===== src/rtl/wb_stage.sv =====
// Write-back stage: selects ALU or load data and registers the register-file write port.
// Define WB_LOAD_EXT_EN to enable sub-doubleword load extraction and sign/zero extension.
module wb_stage #(
  parameter int unsigned DATA_W   = 64,
  parameter int unsigned REG_AW   = 5,
  parameter int unsigned ZERO_REG = 31
) (
  input  logic              clk,
  input  logic              rst,
  input  logic              valid_i,
  input  logic [REG_AW-1:0] rd_i,
  input  logic [DATA_W-1:0] mem_data_i,
  input  logic [DATA_W-1:0] alu_result_i,
  input  logic              mem_to_reg_i,
  input  logic              reg_write_i,
  input  logic [1:0]        ld_size_i,
  input  logic              ld_signed_i,
  output logic [DATA_W-1:0] wr_data_o,
  output logic [REG_AW-1:0] wr_reg_o,
  output logic              wr_en_o
);

  localparam logic [REG_AW-1:0] ZeroIdx = REG_AW'(ZERO_REG);

  logic [DATA_W-1:0] mem_ext;
  logic [DATA_W-1:0] wr_data_d, wr_data_q;
  logic [REG_AW-1:0] wr_reg_d, wr_reg_q;
  logic              wr_en_d, wr_en_q;

`ifdef WB_LOAD_EXT_EN
  always_comb begin
    mem_ext = mem_data_i;
    unique case (ld_size_i)
      2'd0: mem_ext = {{(DATA_W-8){ld_signed_i & mem_data_i[7]}}, mem_data_i[7:0]};
      2'd1: mem_ext = {{(DATA_W-16){ld_signed_i & mem_data_i[15]}}, mem_data_i[15:0]};
      2'd2: mem_ext = {{(DATA_W-32){ld_signed_i & mem_data_i[31]}}, mem_data_i[31:0]};
      2'd3: mem_ext = mem_data_i;
      default: mem_ext = mem_data_i;
    endcase
  end
`else
  // Load size/sign are don't-care when extension is compiled out.
  logic unused_ld;
  assign unused_ld = ^{ld_size_i, ld_signed_i};
  assign mem_ext   = mem_data_i;
`endif

  always_comb begin
    wr_data_d = mem_to_reg_i ? mem_ext : alu_result_i;
    wr_reg_d  = rd_i;
    // Writes to the zero register never reach the register file.
    wr_en_d   = valid_i & reg_write_i & (rd_i != ZeroIdx);
  end

  always_ff @(posedge clk) begin
    if (rst) begin
      wr_data_q <= '0;
      wr_reg_q  <= '0;
      wr_en_q   <= 1'b0;
    end else begin
      wr_data_q <= wr_data_d;
      wr_reg_q  <= wr_reg_d;
      wr_en_q   <= wr_en_d;
    end
  end

  assign wr_data_o = wr_data_q;
  assign wr_reg_o  = wr_reg_q;
  assign wr_en_o   = wr_en_q;

endmodule


===== config.mk =====
export PLATFORM = sky130hd
export DESIGN_NAME = wb_stage
export DESIGN_NICKNAME = d
export VERILOG_FILES = /design/src/rtl/wb_stage.sv
export SDC_FILE = /design/constraint.sdc
export NUM_CORES = 1
export LEC_CHECK = 0
export ABC_CLOCK_PERIOD_IN_PS = 1300
export CORE_MARGIN = 8
export CORE_UTILIZATION = 30
export DETAILED_ROUTE_END_ITERATION = 7
export GPL_ROUTABILITY_DRIVEN = 0
export PLACE_DENSITY = 0.77
export RECOVER_POWER = 50
export SLEW_MARGIN = 20
export SYNTH_ARGS = -nofsm -noshare
export SYNTH_HDL_FRONTEND = slang
export SYNTH_SLANG_ARGS = --single-unit

===== constraint.sdc =====
create_clock -name clk -period 1.3 [get_ports clk]
set_input_delay 0.39 -clock clk [delete_from_list [all_inputs] [get_ports clk]]
set_output_delay 0.39 -clock clk [all_outputs]
set_load 0.01 [all_outputs]

# [Word level (Yosys, flattened, before mapping)]
# Cells that the tools add are included.
[word_totals] latchBits=0 ram_bits=0 mem_bits_ro=0 word_cells=7 n_memories=0 inputBits=141 register_bits=70 out_inout_bits=70
[op_classes] n_addsub=0 n_mul=0 bitwise_logic=2 n_lt_le_gt_ge=0 n_eq_ne=1 reduce_logical=0 n_shift=0 n_mux=1 n_div=0
[op_table] cell="$mux 64" n=1
[op_table] cell="$ne 5x5->1 const B" n=1
[op_table] cell="$and 1x1->1" n=2

# [Logic depth before layout (Yosys ltp)]
# Gate-level depths: netlist of run 1.
[logic_depth] ltp_word=2 depth_mapped=4 mapped_depth_nobuf=2

# [Least setup slack after synthesis of run 1]
# OpenSTA, ideal clock, no wires.
[synth_timing] kind="in2reg" startpoint="in mem_to_reg_i" endpoint="reg wr_data_q[0], in the netlist wr_data_o[0]" t_arrival_ns=0.916 setup_slack_ns=0.256 cell_stages=4 required_time_ns=1.172 setup_time_ns=0.128 path_buffers=2 cell_sequence="buf_6 > buf_8 > mux2i_1 > nor2_1"
[synth_via] elab_chain_cells=1
[synth_lines] element="start, declared" line_no="14" rtl="input logic mem_to_reg_i,"
[synth_lines] element="$mux 64" line_no="49" rtl="wr_data_d = mem_to_reg_i ? mem_ext : alu_result_i;"
[synth_lines] element="end signal, assigned" line_no="61" rtl="wr_data_q <= wr_data_d;"
[synth_lines] element="end, declared" line_no="26" rtl="logic [DATA_W-1:0] wr_data_d, wr_data_q;"
# Every way passes these cells.
# A chain may end at the register's enable or synchronous reset.

# [Final worst setup path of run 1]
[layout_timing] startpoint="reg wr_data_q[61], in the netlist wr_data_o[61]" endpoint="out wr_data_o[61]"
[layout_lines] element="end, declared" line_no="18" rtl="output logic [DATA_W-1:0] wr_data_o,"
# No word-level cell between the ends.

==> results_dict.tcl, run 1 <==
set metrics [dict create \
    outcome "completed" \
    cpLargestDelayFamily "flip-flops" \
    worst_path_max_delay_cell "sky130_fd_sc_hd__dfxtp_1" \
    report.final.hold_viol_count 0 \
    fp-row-count 33 \
    crit_path_cell_trace "clkdlybuf4s15_2" \
    avgRoutedWirePerCell_um 16.1 \
    most_instantiated_library_cell_after_synthesis "sky130_fd_sc_hd__dfxtp_1" \
    area.growth.synth_to_final_pct 82.0 \
    post_synth_main_area_contributors "sky130_fd_sc_hd__dfxtp_1, sky130_fd_sc_hd__mux2i_1, sky130_fd_sc_hd__nor2_1" \
    power_report.internal_total_uw 4050 \
    power_per_cell_area_nw_per_um2 1170 \
    remaining_drc_errors 0 \
    synth_compound_area_share_pct 0.304 \
    vias 2338 \
    post_layout_nonfiller_instances 539 \
    synth-edff-count 0 \
    count_of_maximum_capacitance_violations 0 \
    cts-root-to-sink-buffers 2 \
    power.net_switching_uw 1200 \
    netlist_instances 221 \
    die_width_um 107 \
    placed_cells_incl_taps 522 \
    first_global_vias 2492 \
    core_area_um2 8090 \
    register_bit_count_reported_by_yosys 70 \
    dpl_cell_area_um2 4610 \
    area_fraction_in_and_or_nand_and_nor_cells_after_synthesis_pct 11.5 \
    achievable-frequency_mhz 797 \
    detail_route.iter0.violations 84 \
    synth_top_cells_by_count "sky130_fd_sc_hd__dfxtp_1, sky130_fd_sc_hd__mux2i_1, sky130_fd_sc_hd__nor2_1" \
    postLayoutCoreUtil_pct 55.5 \
    worst_setup_path_start_kind "flip-flop" \
    timing.hold.worst_path_depth 3 \
    irDropWorstVdd_uv 573 \
    finish.instance_area_um2 4490 \
    class_of_the_most_critical_hold_timing_path "in2reg" \
    cts_hold_repair.buffers 0 \
    synth_top_family_by_area "multiplexers" \
    synth_top_flop_cell "sky130_fd_sc_hd__dfxtp_1" \
    cp.arrival_ns 0.86 \
    fillerInstances 762 \
    slew_headroom_pct 59.0 \
    required_ns 0.91 \
    critical_path.max_stage_delay_ns 0.31 \
    total_buffers_and_inverters_traversed_by_the_critical_path 1 \
    die_h_um 107 \
    mappedNetlistArea_um2 2470 \
    fp.dieArea_um2 11400 \
    syn_nets 362 \
    timing.final.setup_violations 0 \
    grt_setup_unrepaired "no" \
    tritoncts "built" \
    synth_xor_xnor_area_share_pct 0 \
    ys_types 11 \
    track_usage_pct 14.4 \
    starting_utilization_of_the_core_area_pct 30.5 \
    worst-setup-path-type "reg2out" \
    power_share_of_the_sequential_group_pct 44.1 \
    crit_fanout 1 \
    mux_cell_area_share_after_synthesis_pct 26.0 \
    clock_power_share_pct 38.0 \
    clock-root-buffer "sky130_fd_sc_hd__clkbuf_8" \
    dr.pass1.iters 4 \
    routed_wl_mm 8.70 \
    ys_warn_count 0 \
    route.detailed.vias_per_inst 4.34 \
    numCtsBuffers 9 \
    critical_path_depth 1 \
    cp-startpoint "wr_data_o[61]" \
    grt_antenna_before_repair 1 \
    grt_max_degree 37 \
    final.min_clock_period_ns 1.25 \
    design.portCount 211 \
    cts_post_setup_buffers_inserted 0 \
    yosysTopAreaCellShare_pct 56.8 \
    seq_area_frac_synth_pct 56.8 \
    ant_nets 0 \
    power.combinational.fraction_pct 17.9 \
    synthArstFlopShare_pct 0 \
    leakage_uw 0.00210 \
    worst_slew_pin_slew_ns 0.615 \
    grt_overflow 0 \
    ctsHtreeMaxLevel 3 \
    setup_tns_ns 0 \
    port-buffer-count 207 \
    grt_first_pass_wirelength_mm 12.8 \
    layout-drive-gt1-share_pct 21.0 \
    critical_path.endpoint "wr_data_o[61]" \
    finalCritPeriodShare_pct 96.5 \
    cts_num_sinks 70 \
    swShare_pct 22.9 \
    end_kind "primary output" \
    clk_pin_slew_ns 0.08 \
    post_synth_fa_ha_maj_area_fraction_pct 0 \
    yosys.area.top_type "sky130_fd_sc_hd__dfxtp_1" \
    synth.avg_cell_area_um2 11.2 \
    finish.net_count 569 \
    dp_hpwl_mm 7.04 \
    report.final.slew_viol_count 0 \
]
[final cells by class]
class                           count  area, um2  share of cell area, %
Tap cell                          105        131                   2.93
Multi-Input combinational cell    136        932                   20.8
Clock inverter                      5       81.3                   1.81
Sequential cell                    70       1400                   31.2
Clock buffer                       11        151                   3.37
Timing Repair Buffer              211       1790                   39.9
Antenna cell                        1       2.50                 0.0557
[power by group through the flow]
| stage | clock, uW | combinational [uW] | sequential, uW |
|---|---|---|---|
| floorplan | 0 | 274 | 2450 |
| global placement | 0 | 1080 | 2360 |
| detailed placement | 0 | 1100 | 2370 |
| CTS | 2060 | 1040 | 2320 |
| global route | 2160 | 1020 | 2330 |
| finish | 2000 | 942 | 2320 |
[placed cells by master, fill, tap and decap left out]
master | synthesis | layout
sky130_fd_sc_hd__a211oi_1 | 1 | 1
sky130_fd_sc_hd__and4_1 | 1 | 1
sky130_fd_sc_hd__buf_12 | 0 | 2
sky130_fd_sc_hd__buf_2 | 2 | 29
sky130_fd_sc_hd__bufinv_16 | 0 | 2
sky130_fd_sc_hd__clkbuf_1 | 6 | 1
sky130_fd_sc_hd__clkbuf_2 | 0 | 38
sky130_fd_sc_hd__clkbuf_4 | 0 | 2
sky130_fd_sc_hd__clkbuf_8 | 0 | 11
sky130_fd_sc_hd__clkdlybuf4s15_2 | 0 | 4
sky130_fd_sc_hd__clkdlybuf4s50_1 | 0 | 130
sky130_fd_sc_hd__clkinv_2 | 0 | 1
sky130_fd_sc_hd__clkinv_4 | 0 | 1
sky130_fd_sc_hd__clkinvlp_4 | 0 | 1
sky130_fd_sc_hd__dfxtp_1 | 70 | 70
sky130_fd_sc_hd__diode_2 | 0 | 1
sky130_fd_sc_hd__dlygate4sd3_1 | 0 | 5
sky130_fd_sc_hd__mux2i_1 | 64 | 64
sky130_fd_sc_hd__nand2_1 | 1 | 1
sky130_fd_sc_hd__nor2_1 | 64 | 64
sky130_fd_sc_hd__nor2b_1 | 5 | 5
[flip-flops by register name, summed over array words and instances (netlist names)]
register and flops:
wr_data_o 64, wr_en_o 1, wr_reg_o 5
[logic make-up after synthesis]
group           Yosys count
simple gates             71
flops                    70
mux                      64
buf+inv                  15
compound gates            1
[repair_timing]
action / in CTS / in global routing
pin swaps: 0 / 0
setup endpoints to repair: 70 / 65
gates resized for setup: 173 / 65
[routing by layer]
metal  track usage, %  share of wire (%)  wire, um  vias to the layer above
met2             24.8                 50      4380                      118
met5                0                  0         0                        -
li1                 -                  -         -                     1141
met1             14.3                 37      3260                     1072
met3             8.46                 11       961                        7
met4             4.82                1.1        99                        0
[metrics by stage]
step | worst slack, ns | power, uW | hold slack (ns)
floorplan | 0.256 | 2720 | 0.483
global placement | -0.00516 | 3440 | 0.833
detailed placement | -0.0111 | 3470 | 0.840
CTS | 0.0000555 | 5420 | 0.479
global route | 0.00809 | 5510 | 0.475
finish | 0.0457 | 5260 | 0.484
[how the worst min path moves through the flow]
stage                       start       endpoint  slack (ns)
after CTS                     rst  wr_data_o[49]        0.48
after global placement        rst  wr_data_o[38]        0.83
after floorplan           rd_i[0]        wr_en_o        0.48
final                         rst  wr_data_o[32]        0.48
after detailed placement      rst  wr_data_o[32]        0.84
after global routing          rst  wr_data_o[49]        0.47
(Power assumes the default switching activity.)
==> run 2: changes to the inputs <==
Settings changed: ABC_CLOCK_PERIOD_IN_PS 1300 to 1000, CORE_UTILIZATION 30 to 29.
Clock period 1.3 ns to 1 ns, I/O delays scaled along.
==> results_dict.tcl, run 2 (synthesis gave the netlist of run 1 again) <==
set metrics [dict create \
    total_buffers_and_inverters_traversed_by_the_critical_path 1 \
    core_area_um2 8220 \
    worst_path_max_delay_cell "sky130_fd_sc_hd__dfxtp_2" \
    track_usage_pct 14.8 \
    class_of_the_most_critical_hold_timing_path "in2reg" \
    outcome "finished, violations left" \
    layout_commonest_cell "sky130_fd_sc_hd__clkdlybuf4s50_1" \
    crit_fanout 1 \
    worst_slew_pin_slew_ns 0.402 \
    port-buffer-count 207 \
    first_global_vias 2452 \
    vias 2303 \
    seqCellArea_um2 1460 \
    timing.final.setup_violations 71 \
    routed_wl_mm 8.94 \
    ant_nets 0 \
    dp_hpwl_mm 7.35 \
    dr.pass1.iters 5 \
    route.detailed.vias_per_inst 4.30 \
    layout-drive-gt1-share_pct 30.9 \
    power_per_cell_area_nw_per_um2 1340 \
    most-common-layout-cells "sky130_fd_sc_hd__clkdlybuf4s50_1, sky130_fd_sc_hd__mux2i_1, sky130_fd_sc_hd__nor2_1" \
    fp-row-count 33 \
    tritoncts "built" \
    cp.arrival_ns 0.77 \
    placement.setup.worst_slack_ns -0.296 \
    crit_path_cell_trace "buf_6" \
    post_layout_nonfiller_instances 536 \
    grt_antenna_before_repair 1 \
    final.setup.worst_slack_ns -0.0655 \
    end_kind "primary output" \
    die_h_um 108 \
    cpLargestDelayFamily "flip-flops" \
    cts-root-to-sink-buffers 2 \
    cts_hold_repair.buffers 0 \
    final.min_clock_period_ns 1.07 \
    remaining_drc_errors 0 \
    irDropWorstVdd_uv 616 \
    count_of_maximum_capacitance_violations 0 \
    achievable-frequency_mhz 939 \
    ctsHtreeMaxLevel 3 \
    design.portCount 211 \
    finish.net_count 570 \
    grt_first_pass_wirelength_mm 13.4 \
    report.final.slew_viol_count 0 \
    numCtsBuffers 9 \
    area.growth.synth_to_final_pct 91.9 \
    grt_overflow 0 \
    grt_setup_unrepaired "yes" \
    failed_checks "negative setup slack" \
    grt_max_degree 35 \
    antenna-diode-count 0 \
    required_ns 0.70 \
    critical_path.max_stage_delay_ns 0.33 \
    detail_route.iter0.violations 31 \
    fillerInstances 716 \
    starting_utilization_of_the_core_area_pct 30.0 \
    multi_input_comb_area_um2 937 \
    cts_num_sinks 70 \
    die_width_um 108 \
    worst_setup_path_start_kind "flip-flop" \
    clock-root-buffer "sky130_fd_sc_hd__clkbuf_8" \
    finalCritPeriodShare_pct 107 \
    worst-setup-path-type "reg2out" \
    report.final.hold_viol_count 0 \
    slew_headroom_pct 73.2 \
    finalHoldWorstSlack_ns 0.305 \
    leakage_uw 0.00216 \
    clk_pin_slew_ns 0.08 \
    largest_reg_flops 64 \
    fp.dieArea_um2 11700 \
    avgRoutedWirePerCell_um 16.7 \
    placed_cells_incl_taps 523 \
]
==> run 2: metrics by stage <==
step                      total power, uW  area, um2  utilization [%]  TNS, ns
after floorplan                      3540       2470                -        0
after global placement               4480       4620             56.2   -12.03
after detailed placement             4510       4620             56.2   -13.80
after CTS                            6340       4550             55.4    -5.26
after global routing                 6670       4730             57.6    -6.69
final                                6340       4730             57.6    -3.55
==> run 2: area by class of cell <==
class | count | area share [%]
timing repair buffer | 212 | 43.3
tap | 105 | 2.77
multi-input combinational | 136 | 19.8
sequential | 70 | 30.7
clock inverter | 2 | 0.211
clock buffer | 11 | 3.20
==> run 2: power breakdown <==
part	internal (uW)	total, uW	switching (uW)
clock	987	1930	942
sequential	2990	3060	64.5
combinational	883	1350	469
==> run 2: repair_timing <==
item / 4_1_cts / 5_1_grt
endpoints found under the setup margin: 70 / 71
buffers inserted: 0 / 0
gates cloned: 0 / 0
resized for setup: 312 / 55
==> run 2: worst paths after layout <==
path	from	to	slack [ns]	depth (start not counted)
worst min-delay path	rst	wr_reg_o[2]	0.31	2
worst max-delay path	wr_data_o[24]	wr_data_o[24]	-0.07	1
==> run 2: per-layer routing <==
| layer | GRT usage (%) | routed length [um] | vias to the layer above |
|---|---|---|---|
| li1 | - | - | 1135 |
| met1 | 13.9 | 3010 | 1062 |
| met2 | 27.9 | 4940 | 96 |
| met3 | 6.84 | 862 | 8 |
| met4 | 4.86 | 117 | 2 |
| met5 | 0 | 10 | - |
==> run 3: changes to the inputs <==
Settings changed: CTS_CLUSTER_DIAMETER from default to 150.
==> results of run 3 <==
Final layout, timing and power as in run 2 (identical DEF).
